==> src/rtl/dmem_arbiter.sv <==
// Two-port data-memory arbiter (core load/store + host loader/debug), one command per cycle.
// Optional round-robin contest resolution: define DMEM_ARB_ROUND_ROBIN_EN; default is fixed core priority.
module dmem_arbiter #(
  parameter int unsigned DATA_W = 32,
  parameter int unsigned ADDR_W = 9
) (
  input  logic              clk,
  input  logic              reset,
  input  logic              c_req,
  input  logic              c_wr,
  input  logic [ADDR_W-1:0] c_addr,
  input  logic [DATA_W-1:0] c_wdata,
  output logic              c_gnt,
  output logic              c_rvalid,
  output logic [DATA_W-1:0] c_rdata,
  output logic              c_stall,
  input  logic              h_req,
  input  logic              h_wr,
  input  logic [ADDR_W-1:0] h_addr,
  input  logic [DATA_W-1:0] h_wdata,
  output logic              h_gnt,
  output logic              h_rvalid,
  output logic [DATA_W-1:0] h_rdata,
  output logic              m_rd,
  output logic              m_wr,
  output logic [ADDR_W-1:0] m_addr,
  output logic [DATA_W-1:0] m_wdata,
  input  logic [DATA_W-1:0] m_rdata
);

  // Read-return tracking: bit 1 = core, bit 0 = host
  logic [1:0] rv_q, rv_d;
  logic       core_wins;

`ifdef DMEM_ARB_ROUND_ROBIN_EN
  // last_h_q remembers which port was granted most recently; the other one wins a contest
  logic last_h_q, last_h_d;

  always_comb begin
    last_h_d = last_h_q;
    if (c_gnt || h_gnt) begin
      last_h_d = h_gnt;
    end
  end

  always_ff @(posedge clk) begin
    if (reset) begin
      last_h_q <= 1'b1;
    end else begin
      last_h_q <= last_h_d;
    end
  end

  assign core_wins = last_h_q;
`else
  assign core_wins = 1'b1;
`endif

  // Grant decode; nothing is granted while reset is held
  always_comb begin
    c_gnt = 1'b0;
    h_gnt = 1'b0;
    if (!reset) begin
      if (c_req && h_req) begin
        c_gnt = core_wins;
        h_gnt = ~core_wins;
      end else begin
        c_gnt = c_req;
        h_gnt = h_req;
      end
    end
  end

  assign c_stall = c_req & ~c_gnt;

  // Memory command mux, zeroed when idle
  always_comb begin
    m_rd    = 1'b0;
    m_wr    = 1'b0;
    m_addr  = '0;
    m_wdata = '0;
    if (c_gnt) begin
      m_rd    = ~c_wr;
      m_wr    = c_wr;
      m_addr  = c_addr;
      m_wdata = c_wdata;
    end else if (h_gnt) begin
      m_rd    = ~h_wr;
      m_wr    = h_wr;
      m_addr  = h_addr;
      m_wdata = h_wdata;
    end
  end

  assign rv_d = {c_gnt & ~c_wr, h_gnt & ~h_wr};

  always_ff @(posedge clk) begin
    if (reset) begin
      rv_q <= 2'b00;
    end else begin
      rv_q <= rv_d;
    end
  end

  // A return that was in flight when reset arrived is masked immediately
  assign c_rvalid = rv_q[1] & ~reset;
  assign h_rvalid = rv_q[0] & ~reset;
  assign c_rdata  = c_rvalid ? m_rdata : '0;
  assign h_rdata  = h_rvalid ? m_rdata : '0;

endmodule

==> config.mk <==
export PLATFORM = sky130hd
export DESIGN_NAME = dmem_arbiter
export DESIGN_NICKNAME = d
export VERILOG_FILES = /design/src/rtl/dmem_arbiter.sv
export SDC_FILE = /design/constraint.sdc
export NUM_CORES = 1
export LEC_CHECK = 0
export ABC_AREA = 1
export BUFFER_PORTS_ARGS = -buffer_cell sky130_fd_sc_hd__buf_4
export CAP_MARGIN = 20
export CORE_AREA = 2 2 91 93
export CTS_BUF_LIST = sky130_fd_sc_hd__clkbuf_4 sky130_fd_sc_hd__clkbuf_8 sky130_fd_sc_hd__clkbuf_16
export DETAILED_ROUTE_END_ITERATION = 12
export DIE_AREA = 0 0 93 95
export PLACE_DENSITY = 0.52
export SLEW_MARGIN = 30
export SYNTH_ARGS = -nofsm -noshare
export SYNTH_HDL_FRONTEND = slang
export SYNTH_SLANG_ARGS = --single-unit
==> constraint.sdc <==
create_clock -name clk -period 1.3 [get_ports clk]
set_clock_uncertainty 0.2 [all_clocks]
set_input_delay 0.26 -clock clk [delete_from_list [all_inputs] [get_ports clk]]
set_output_delay 0.26 -clock clk [all_outputs]
set_load 0.02 [all_outputs]
# Yosys cells after proc, flatten, opt, wreduce, memory -nomap -nowiden
# Index checks and enable logic that the tools add are counted.
# word_totals
input_bits	120
regBits	2
elab_cells	25
output_inout_bits	112
# classes
n_reduce_logical	1
muxes	14
bitwise	9
# op_table
cell	count
32-bit 2-to-1 mux	4
9-bit 2-to-1 mux	2
1-bit 2-to-1 mux	8
1-bit AND	5
1-bit NOT	4
1-bit logical AND	1

# Longest topological paths before layout
# depth
word_depth	5
ltp_mapped	5
ltp_nobuf	4

# Worst setup path before layout
# No wires, ideal clock.
# synth_path
kind	in2out
startpoint	in h_req
endpoint	out m_wdata[0]
path_slack_ns	-0.100
stages	4
arrival_ns	0.940
cell_sequence	buf_2 > buf_1 > nand3_1 > nand2_1
# synth_between
elab_chain_cells	5
word_cells_on_any_way	7
# synth_lines
item	line_no	rtl
start, declared	17	input logic h_req,
1-bit logical AND	64	if (c_req && h_req) begin
1-bit 2-to-1 mux	64	
1-bit 2-to-1 mux	63	if (!reset) begin
32-bit 2-to-1 mux	87	end else if (h_gnt) begin
32-bit 2-to-1 mux (*)	82	if (c_gnt) begin
end, declared	27	output logic [DATA_W-1:0] m_wdata,
# Mark *: on every way between the ends. The rest lies on a longest branch, timed or not.

# Final worst setup path
# layout_path
startpoint	reg rv_q[0]
endpoint	out h_rdata[29]
# layout_between
elab_chain_cells	2
# layout_lines
item	line_no	rtl
start, declared	32	logic [1:0] rv_q, rv_d;
start signal, assigned	101	rv_q <= rv_d;
1-bit AND	107	assign h_rvalid = rv_q[0] & ~reset;
32-bit 2-to-1 mux	109	assign h_rdata = h_rvalid ? m_rdata : '0;
end, declared	23	output logic [DATA_W-1:0] h_rdata,
# Every way passes these cells.

==> summary.txt <==
STA
  – Period utilisation layout: 121%
  – Final critical-path setup slack: -0.278 ns
  – Count of final hold-check violations: 0
  – Final critical-path required period: around 1.6 ns
  – Setup repair after global routing missed its margin: yes
  – Measured slew at the worst slew-check pin: approximately 0.22 ns
  – Highest achievable clock rate: between 0.6 and 0.7 GHz
  – Max Slew Vio Count: 0
  – Rel. slew slack: between 80% and 90%
  – Final count of negative-setup-slack endpoints: 110

Worst hold path
  – Startpoint of the lowest-slack hold path: c_wr
  – Worst min path class: input port to flop

Floorplan
  – Floorplan row count: 33
  – Initial core utilization: 14.2%
  – Core area: about 8000 µm²
  – Num ports: between 200 and 250
  – Die extent in x: approximately 93 µm
  – Die Ht: between 90 and 100 µm
  – Die area: 8840 µm²

Finish
  – Final cell count without fillers: between 600 and 700
  – Total number of nets in the final design: around 630
  – Share of layout cells above drive strength 1: between 70% and 80%
  – Top Registers: rv_q x2
  – Largest reg by FF count: rv_q
  – Antenna diode instance count: 0
  – Number of flip-flops under the largest register name: 2
  – Final standard cell area without fillers: between 4000 and 5000 µm²
  – Area grow syn2layout: 310%
  – Filler Cells Inserted: roughly 680

Setup path
  – CP delay by family, top: flip-flops
  – Crit path launch type: flop
  – Element type at the critical path end: output pin
  – Maximum fanout count along the critical path: 8
  – Critical path start-end classification: flop to output pin
  – Slowest library cell on the worst path: dfxtp_4
  – Cell-by-cell trace of the critical path: nand2_8, clkbuf_16, nor2_2, buf_6
  – Data required time at the worst endpoint: approximately 0.84 ns
  – Crit path buf inv count: 2
  – Worst setup path start: rv_q[0]
  – Largest stage delay, worst path: ~0.36 ns
  – Critical Path AT: roughly 1.1 ns

Routing
  – Total wire length: between 9 and 10 mm
  – Wire length per cell after detailed routing: 15.1 µm
  – Starting DRC count in detailed routing: 23
  – Final antenna-violating net count: 0
  – Avg Vias per Cell: roughly 4.3
  – Remaining DRCs: 0
  – Via Count: ~2700
  – Number of search-and-repair iterations in the first detailed-routing pass: 4

Clock network
  – Total number of H-tree levels: 1
  – CTS Root Cell: clkbuf_8
  – TritonCTS clock tree: built
  – Max clock buf depth: 2
  – Number of buffers created by CTS: 3
  – Post-CTS clock slew at the launch and capture registers of the worst setup and hold paths: 0.03 ns
  – Total number of clock tree sinks: 2

Global route
  – Global route overflow: 0
  – Number of global-route vias before repair: between 2000 and 3000
  – GR Util All Layers: between 10% and 20%
  – Initial antenna violation count: 0
  – First-pass GRT wire length: about 12 mm
  – Pin count of the biggest net entering global routing: 34

Logic synthesis
  – Synth Register Bits: 2
  – Cell types with the highest counts after synthesis: nand2_1 (90), nor2_1 (65), nand3_1 (43)
  – Top cell type's share of synthesized area: 30.0%
  – Cell area after synthesis: 1120 µm²
  – Total of warnings raised by yosys: 0
  – Post-synth EDFFs: 0
  – Average instance area after synthesis: between 4 and 5 µm²
  – Post-synthesis net count: 382
  – Sequential area share after synthesis: ~3.6%
  – Area leader, netlist: nand2_1
  – Most common cell in the netlist: nand2_1
  – Cells taking the most area after synthesis: nand2_1 (30%), nor2_1 (22%), nand3_1 (19%), inv_1 (14%), buf_4 (6.7%)
  – Synth cell types: 11
  – Most instantiated flip-flop cell in the synthesis netlist: dfxtp_1
  – Gate count after technology mapping: between 200 and 300
  – Asr flop ratio synth: 0%

Power
  – Cell-internal power: around 900 µW
  – Static leakage power: about 2.3 nW
  – Net switching share of the total power: a little over two fifths
  – Maximum vdd ir drop: roughly 0.18 mV
  – Net switching power of the design: between 600 and 700 µW
  – Fraction of power consumed by sequential logic: 4.2%
  – Pwr/cell area: about 330 nW/µm²
  – Combinational share of power: between 70 and 80%
  – Power, Total: between 1.5 and 2 mW
  – Clock share of power: roughly 17%

Place
  – Placed cell areas: about 3200 µm²
  – Placed Cells: slightly below 600
  – DP HPWL: roughly 5.7 mm
  – I/O Buffers: 231
  – Placer's final routability congestion estimate: between 0.7 and 0.8

Outcome
  – Failing checks: setup timing
  – Status: finished with violations

Flow run
  – Number of max-cap violations: 0
-- metrics by stage --
step | setup TNS [ns] | hold slack, ns | util, % | setup slack (ns)
floorplan | -3.40 | 0.214 | - | -0.0561
global placement | -20.21 | 0.483 | 39.8 | -0.244
detailed placement | -21.10 | 0.468 | 39.8 | -0.267
CTS | -22.76 | 0.222 | 47.9 | -0.247
global route | -26.86 | 0.322 | 58.2 | -0.316
finish | -22.48 | 0.286 | 58.2 | -0.278
-- metal layers --
metal / GRT usage [%] / wire length, µm / up-vias
li1: - / - / 1272
met1: 15.7 / 2980 / 1225
met2: 34.2 / 5310 / 155
met3: 4.55 / 804 / 17
met4: 4.78 / 188 / 0
met5: 0 / 0 / -
-- power groups by stage --
stage	clock network [mW]	registers, mW	logic (mW)
5_1_grt	0.272	0.0650	1.29
4_1_cts	0.261	0.0650	1.07
3_3_place_gp	0	0.0651	0.883
3_5_place_dp	0	0.0652	0.890
2_1_floorplan	0	0.0651	0.367
6_report	0.257	0.0648	1.22
-- layout make-up --
cell class                 count  area (µm²)  share of cell area, %
inverter                      41         161                   3.50
timing repair buffer         263        2680                   58.1
clock buffer                   3        41.3                  0.896
multi-input combinational    200        1550                   33.6
sequential                     2        45.0                  0.977
tap                          105         131                   2.85
-- final timing paths --
| path | depth (start not counted) | endpoint | slack [ns] |
|---|---|---|---|
| setup / recovery | 4 | h_rdata[29] | -0.28 |
| hold / removal | 5 | rv_q[1] | 0.29 |
-- kinds of logic (layout without fill, tap and decap cells) --
group,after synthesis,after routing,synth area share [%]
flip-flops,2,2,3.56
AND/OR/NAND/NOR,200,200,72.4
buffers and inverters,60,307,24.0
-- placed cells by master, fill, tap and decap left out --
cell type | synthesis | layout
inv_4 | 0 | 3
buf_8 | 0 | 2
inv_1 | 41 | 37
buf_12 | 0 | 8
buf_4 | 10 | 137
buf_16 | 0 | 4
bufbuf_16 | 0 | 1
inv_2 | 0 | 1
nand2_2 | 0 | 36
dfxtp_4 | 0 | 1
nand3_4 | 0 | 8
buf_6 | 0 | 106
dfxtp_2 | 0 | 1
nand2_4 | 0 | 1
nand3_2 | 0 | 17
nand2_1 | 90 | 52
clkbuf_8 | 0 | 3
nor2_2 | 1 | 11
nand2_8 | 0 | 1
clkbuf_16 | 0 | 5
nor2_4 | 1 | 56
nand3_1 | 43 | 18
-- what timing repair did --
item | 4_1_cts | 5_1_grt
hold buffers | 0 | 0
endpoints found under the hold margin | 0 | 0
endpoints found under the setup margin | 111 | 111
gates resized for setup | 114 | 177
setup buffers | 4 | 1
gates cloned | 6 | 6
pin swaps | 4 | 11
Power figures use the tool's default switching activity.
